==> src/rtl/calc_core.sv <==
// calc_core: execution stage after the command decoder. Add/sub finish in a
// single pass; multiply and divide work on magnitudes, one bit per cycle.
module calc_core #(
    parameter int DW = 16,
    parameter int RW = 32
) (
    input  logic          clk,
    input  logic          n_rst,
    input  logic [3:0]    dtype,
    input  logic [4:0]    operator,
    input  logic [DW-1:0] src1,
    input  logic [DW-1:0] src2,
    input  logic          parser_done,
    output logic          busy,
    output logic [RW-1:0] result,
    output logic          err,
    output logic          calc_done
);

    localparam int CW = $clog2(DW);
    localparam logic [4:0]    OP_ADD   = 5'b00001;
    localparam logic [4:0]    OP_SUB   = 5'b00010;
    localparam logic [4:0]    OP_MUL   = 5'b00100;
    localparam logic [4:0]    OP_DIV   = 5'b01000;
    localparam logic [CW-1:0] CNT_LAST = CW'(DW - 1);
    localparam logic [CW-1:0] CNT_ONE  = CW'(1);
    localparam logic [DW:0]   MAG_ONE  = (DW + 1)'(1);
    localparam logic [RW-1:0] RES_ONE  = RW'(1);
    localparam logic [RW-1:0] RES_ZERO = RW'(0);

    typedef enum logic [2:0] {
        IDLE = 3'd0,
        PREP = 3'd1,
        ITER = 3'd2,
        FIX  = 3'd3,
        DONE = 3'd4
    } state_t;

    state_t        state_r;
    state_t        next_state_s;
    logic [CW-1:0] cnt_r;
    logic [3:0]    dtype_r;
    logic [4:0]    op_r;
    logic [DW-1:0] src1_r;
    logic [DW-1:0] src2_r;
    logic          neg_r;
    logic          iter_op_r;
    logic [RW-1:0] mcand_r;
    logic [DW-1:0] mplier_r;
    logic [RW-1:0] acc_r;
    logic [DW-1:0] quot_r;
    logic [DW:0]   rem_r;
    logic [DW:0]   divisor_r;
    logic [RW-1:0] result_r;
    logic          err_r;
    logic          calc_done_r;
    logic          busy_r;

    logic          is_signed_s;
    logic          dtype_ok_s;
    logic          op_ok_s;
    logic          div_zero_s;
    logic          cmd_err_s;
    logic          addsub_s;
    logic [RW-1:0] ext1_s;
    logic [RW-1:0] ext2_s;
    logic [RW-1:0] sum_s;
    logic [DW:0]   sx1_s;
    logic [DW:0]   sx2_s;
    logic [DW:0]   mag1_s;
    logic [DW:0]   mag2_s;
    logic [DW+1:0] rem_sh_s;
    logic [DW+1:0] rem_diff_s;
    logic          fits_s;
    logic [RW-1:0] mag_res_s;
    logic [RW-1:0] fixed_s;

    assign is_signed_s = (dtype_r == 4'd1);
    assign dtype_ok_s  = (dtype_r == 4'd0) || is_signed_s;
    assign op_ok_s     = (op_r == OP_ADD) || (op_r == OP_SUB) ||
                         (op_r == OP_MUL) || (op_r == OP_DIV);
    assign div_zero_s  = (op_r == OP_DIV) && (src2_r == {DW{1'b0}});
    assign cmd_err_s   = !dtype_ok_s || !op_ok_s || div_zero_s;
    assign addsub_s    = (op_r == OP_ADD) || (op_r == OP_SUB);

    assign ext1_s = {{(RW-DW){is_signed_s & src1_r[DW-1]}}, src1_r};
    assign ext2_s = {{(RW-DW){is_signed_s & src2_r[DW-1]}}, src2_r};
    assign sum_s  = (op_r == OP_SUB) ? (ext1_s - ext2_s) : (ext1_s + ext2_s);

    // One extra bit keeps the magnitude of the most negative operand representable.
    assign sx1_s  = {is_signed_s & src1_r[DW-1], src1_r};
    assign sx2_s  = {is_signed_s & src2_r[DW-1], src2_r};
    assign mag1_s = sx1_s[DW] ? (~sx1_s + MAG_ONE) : sx1_s;
    assign mag2_s = sx2_s[DW] ? (~sx2_s + MAG_ONE) : sx2_s;

    // Restoring step: a borrow out of the top bit means the divisor did not fit.
    assign rem_sh_s   = {rem_r, quot_r[DW-1]};
    assign rem_diff_s = rem_sh_s - {1'b0, divisor_r};
    assign fits_s     = !rem_diff_s[DW+1];

    assign mag_res_s = (op_r == OP_MUL) ? acc_r : {{(RW-DW){1'b0}}, quot_r};
    assign fixed_s   = neg_r ? (~mag_res_s + RES_ONE) : mag_res_s;

    // Next-state decode for the command sequencer.
    always_comb begin
        next_state_s = state_r;
        case (state_r)
            IDLE: begin
                if (parser_done) next_state_s = PREP;
                else             next_state_s = IDLE;
            end
            PREP: begin
                if (cmd_err_s || addsub_s) next_state_s = FIX;
                else                       next_state_s = ITER;
            end
            ITER: begin
                if (cnt_r == CNT_LAST) next_state_s = FIX;
                else                   next_state_s = ITER;
            end
            FIX:     next_state_s = DONE;
            DONE:    next_state_s = IDLE;
            default: next_state_s = IDLE;
        endcase
    end

    // State register with busy/calc_done registered from the next state.
    always_ff @(posedge clk) begin
        if (!n_rst) begin
            state_r     <= IDLE;
            busy_r      <= 1'b0;
            calc_done_r <= 1'b0;
        end else begin
            state_r     <= next_state_s;
            busy_r      <= (next_state_s != IDLE);
            calc_done_r <= (next_state_s == DONE);
        end
    end

    // Operand capture, arithmetic datapath and result/err registers.
    always_ff @(posedge clk) begin
        if (!n_rst) begin
            cnt_r     <= {CW{1'b0}};
            dtype_r   <= 4'd0;
            op_r      <= 5'd0;
            src1_r    <= {DW{1'b0}};
            src2_r    <= {DW{1'b0}};
            neg_r     <= 1'b0;
            iter_op_r <= 1'b0;
            mcand_r   <= RES_ZERO;
            mplier_r  <= {DW{1'b0}};
            acc_r     <= RES_ZERO;
            quot_r    <= {DW{1'b0}};
            rem_r     <= {(DW+1){1'b0}};
            divisor_r <= {(DW+1){1'b0}};
            result_r  <= RES_ZERO;
            err_r     <= 1'b0;
        end else begin
            case (state_r)
                IDLE: begin
                    if (parser_done) begin
                        dtype_r <= dtype;
                        op_r    <= operator;
                        src1_r  <= src1;
                        src2_r  <= src2;
                    end
                end
                PREP: begin
                    if (cmd_err_s) begin
                        err_r     <= 1'b1;
                        result_r  <= RES_ZERO;
                        iter_op_r <= 1'b0;
                    end else if (addsub_s) begin
                        err_r     <= 1'b0;
                        result_r  <= sum_s;
                        iter_op_r <= 1'b0;
                    end else begin
                        err_r     <= 1'b0;
                        iter_op_r <= 1'b1;
                        neg_r     <= is_signed_s & (src1_r[DW-1] ^ src2_r[DW-1]);
                        mcand_r   <= {{(RW-DW-1){1'b0}}, mag1_s};
                        mplier_r  <= mag2_s[DW-1:0];
                        acc_r     <= RES_ZERO;
                        quot_r    <= mag1_s[DW-1:0];
                        rem_r     <= {(DW+1){1'b0}};
                        divisor_r <= mag2_s;
                        cnt_r     <= {CW{1'b0}};
                    end
                end
                ITER: begin
                    cnt_r <= cnt_r + CNT_ONE;
                    if (op_r == OP_MUL) begin
                        acc_r    <= acc_r + (mplier_r[0] ? mcand_r : RES_ZERO);
                        mcand_r  <= {mcand_r[RW-2:0], 1'b0};
                        mplier_r <= {1'b0, mplier_r[DW-1:1]};
                    end else begin
                        quot_r <= {quot_r[DW-2:0], fits_s};
                        rem_r  <= fits_s ? rem_diff_s[DW:0] : rem_sh_s[DW:0];
                    end
                end
                FIX: begin
                    if (iter_op_r) result_r <= fixed_s;
                end
                DONE: begin
                    cnt_r <= {CW{1'b0}};
                end
                default: begin
                    cnt_r <= {CW{1'b0}};
                end
            endcase
        end
    end

    assign busy      = busy_r;
    assign result    = result_r;
    assign err       = err_r;
    assign calc_done = calc_done_r;

endmodule

==> config.mk <==
export PLATFORM = sky130hd
export DESIGN_NAME = calc_core
export DESIGN_NICKNAME = d
export VERILOG_FILES = /design/src/rtl/calc_core.sv
export SDC_FILE = /design/constraint.sdc
export NUM_CORES = 1
export LEC_CHECK = 0
export BUFFER_PORTS_ARGS = -buffer_cell sky130_fd_sc_hd__buf_4
export CAP_MARGIN = 20
export CORE_UTILIZATION = 45
export DETAILED_ROUTE_END_ITERATION = 8
export HOLD_SLACK_MARGIN = 0.1
export SLEW_MARGIN = 15
export SYNTH_ARGS = -nofsm -noshare
export SYNTH_HDL_FRONTEND = slang
export SYNTH_SLANG_ARGS = --single-unit
==> constraint.sdc <==
create_clock -name clk -period 5.33 [get_ports clk]
set_clock_uncertainty 0.1 [all_clocks]
set_input_delay 1.3325 -clock clk [delete_from_list [all_inputs] [get_ports clk]]
set_output_delay 1.3325 -clock clk [all_outputs]
set_load 0.005 [all_outputs]
==> reports/metrics.csv <==
metric,value,unit
outcome,"complete, no violations",
htree depth,1,
I/O pin cnt,79,
sequential element share of the synthesized area,31.62,%
crit-path cells,"inv_1, ha_1, or3b_1, or3_1, nand2_1, xor2_1, ha_1, a211o_1, or3_1, nor3_1, o311ai_0, a31oi_1, a21oi_1, xnor2_1, a21oi_4, a21oi_1",
Final Max Tran Viols,0,
Slowest Stage Delay on Critical Path,0.49,ns
Detailed Route WL,41920,um
share of cells above drive strength 1,9.547,%
total congestion overflow,0,
Post-DRT Antenna Nets,0,
CTS tree,done,
CTS Buf Count,26,
period utilization,88.77,%
final setup TNS,0,ns
Power Density,365.5,nW/um^2
vias in the first global route,12220,
Synth Net Count,1910,
Clock Sinks,215,
post-cts resize count,0,
Placement Rows,63,
post-layout net count,1933,
largest net degree at the start of global routing,88,
Slew HR,28.69,%
Post-route DRC,0,
CTS Hold Bufs,0,
Vert. Die Dim,175.9,um
TritonRoute pass-1 iters,5,
synth top area cells,"dfxtp_1, nand2_1, a21oi_1",
min cycle time layout,4.731,ns
Post-Synth XOR/XNOR Area,7.767,%
top cell type's share of synthesized area,31.62,%
Die W,175.9,um
largest family of logic cells by synthesized area,compound AO/OA/AOI/OAI gates,
Synth Area in Compound Gates,23.63,%
cell taking the most area after synthesis,dfxtp_1,
RSZ-0062 raised after global routing,false,
Simple-Gate Fraction of Synth Area,23.33,%
"EDFF count, synth",0,
Post-synth top flop,dfxtp_1,
placed cell count,2178,
initial antenna violation count,0,
"CTS clk-pin slew, worst paths",0.06,ns
CP max-delay cell,a21oi_4,
multiplexer share of the synthesized area,2.280,%
Crit. End Element,flip-flop,
post-DP HPWL,30520,um
Post-Syn Area,13610,sq um
critical path data required time,5.62,ns
Critical Path Fanout Max,15,
Root Buffer,clkbuf_16,
Via density,5.812,
Yosys reg bits,215,
synthesized-area fraction occupied by adder cells,6.876,%
final hold vios,0,
synth warn,0,
max-cap violation count,0,
Finished Cell Area,15260,sq um
Hold Crit Class,flip-flop to flip-flop,
data arrival time of the critical path,5.02,ns
first-pass GRT wire length,67160,um
WL per Instance,18.86,um
CP Launch Type,flip-flop,
Syn Area/Cell,7.592,sq um
Achievable Freq,211.4,MHz
Area Growth Syn to Fin,12.08,%
fin cells,2223,
CP Buf/Inv Count,1,
die area,30950,sq um
Cells after Synth,1793,
"FFs w/ async S/R, synth",0,%
drt first-iter violations,981,
worst hold slack,0.3514,ns
post-synth cell types,76,
critical path class,flip-flop to flip-flop,
Leakage,6.098,nW
gr usage total,27.13,%
DP Area,14440,sq um
post-CTS setup buffers,0,
ANT cells,0,
Std-Cell Core Area,29720,sq um
Worst Max-Slew Pin Slew,1.067,ns
DR vias,12920,
Final Setup Violations,0,
Peak VDD IR,0.2216,mV
insertion delay to the later sink of the worst-skew pair,0.54,ns
Max Buffers Root-to-Sink,3,
gpl congestion,0.9397,
initial core utilization,45.80,%
cell family with most CP delay,compound AO/OA/AOI/OAI gates,
# port buffers,78,
==> placed cells by master (no fill, tap or decap), types with 9 or more instances in the layout <==
master,count
nand2_1,303
nor4_1,13
or4_1,11
nor2_1,133
a221oi_1,11
and2_1,35
ha_1,70
o31ai_1,18
a21o_1,18
and3_1,15
dfxtp_1,215
nor2b_1,9
o211ai_1,37
xor2_1,67
o21a_1,10
nor3_1,41
a21oi_1,193
a21oi_2,10
buf_4,101
o21ai_1,11
clkbuf_16,27
a211oi_1,34
mux2i_1,31
o21ai_0,84
or3_1,19
xnor2_1,50
inv_1,41
nand3_1,82
==> layer usage <==
metal	track usage, %	share of wire [%]
met5	0	0
met4	7.174	2.5
met3	3.442	5.5
met2	44.24	45
met1	37.51	47
==> cell type report <==
type                            instances  area, sq um
Timing Repair Buffer                  101        758.2
Clock buffer                           37        733.2
Sequential cell                       215         4304
Clock inverter                          8        78.83
Tap cell                              390        488.0
Fill cell                            2968        14460
Multi-Input combinational cell       1429         8730
Inverter                               43        163.9
==> power by group <==
group / total [W] / leakage (nW) / switching (W) / internal (W)
Sequential: 0.00186 / 1.74 / 0.000133 / 0.00173
Clock: 0.00171 / 0.395 / 0.000707 / 0.00100
Combinational: 0.00201 / 3.96 / 0.00119 / 0.000818
Total: 0.00558 / 6.10 / 0.00203 / 0.00355
==> per-stage QoR <==
step	worst slack, ns	total power [W]	utilization [%]
2_1_floorplan	1.334	0.003321	-
3_3_place_gp	0.8060	0.003865	48.60
3_5_place_dp	0.7088	0.003882	48.60
4_1_cts	0.6677	0.005610	51.34
5_1_grt	0.3068	0.005892	51.34
6_report	0.5986	0.005576	51.34
==> Yosys cell counts, types with 4 or more instances <==
| cell | number |
|---|---|
| nand2_1 | 304 |
| dfxtp_1 | 215 |
| a21oi_1 | 193 |
| nor2_1 | 134 |
| o21ai_0 | 84 |
| nand3_1 | 82 |
| clkbuf_1 | 77 |
| ha_1 | 70 |
| xor2_1 | 67 |
| xnor2_1 | 50 |
| inv_1 | 41 |
| nor3_1 | 41 |
| o211ai_1 | 37 |
| and2_1 | 35 |
| a211oi_1 | 34 |
| mux2i_1 | 31 |
| or3_1 | 19 |
| a21o_1 | 18 |
| o31ai_1 | 18 |
| and3_1 | 16 |
| nor4_1 | 13 |
| o21ai_1 | 12 |
| a221oi_1 | 11 |
| buf_1 | 11 |
| or4_1 | 11 |
| a21oi_2 | 10 |
| o21a_1 | 10 |
| buf_2 | 9 |
| nor2b_1 | 9 |
| a31oi_1 | 8 |
| o21bai_1 | 8 |
| or2_2 | 8 |
| buf_4 | 7 |
| nand2b_1 | 7 |
| nand4_1 | 7 |
| o31a_1 | 7 |
| a22oi_1 | 6 |
| a21boi_0 | 5 |
| a311oi_1 | 5 |
| o221ai_1 | 5 |
| a211o_1 | 4 |
| o2111ai_1 | 4 |
==> state kept, by name, indices dropped and copies added (netlist names) <==
| name | count |
|---|---|
| busy | 1 |
| op_r | 5 |
| rem_r | 17 |
| err | 1 |
| cnt_r | 4 |
| src2_r | 16 |
| iter_op_r | 1 |
| calc_done | 1 |
| divisor_r | 17 |
| state_r | 3 |
| result | 32 |
| mplier_r | 16 |
| acc_r | 32 |
| quot_r | 16 |
| src1_r | 16 |
| mcand_r | 32 |
| neg_r | 1 |
| dtype_r | 4 |
==> path summary, 6_finish.rpt <==
| kind | start | end | slack (ns) | depth (start not counted) |
|---|---|---|---|---|
| hold reg to reg | mcand_r[31] | mcand_r[31] | 0.35 | 2 |
| setup / recovery | src2_r[0] | result[31] | 0.60 | 16 |
| setup reg to reg | src2_r[0] | result[31] | 0.60 | 16 |
| hold / removal | mcand_r[31] | mcand_r[31] | 0.35 | 2 |
==> worst min-delay path, delay by kind of cell (launching register included) <==
kind | cells | cell delay (ns)
compound gates | 1 | 0.05
flops | 1 | 0.31
simple gates | 1 | 0.05
==> logic make-up after synthesis <==
kind of cell             Yosys count
AO/OA/AOI/OAI                    507
AND/OR/NAND/NOR                  699
XOR/XNOR                         119
multiplexers                      31
buffers and inverters            149
adder cells (fa/ha/maj)           73
flip-flops                       215
Power figures use the tool's default switching activity.
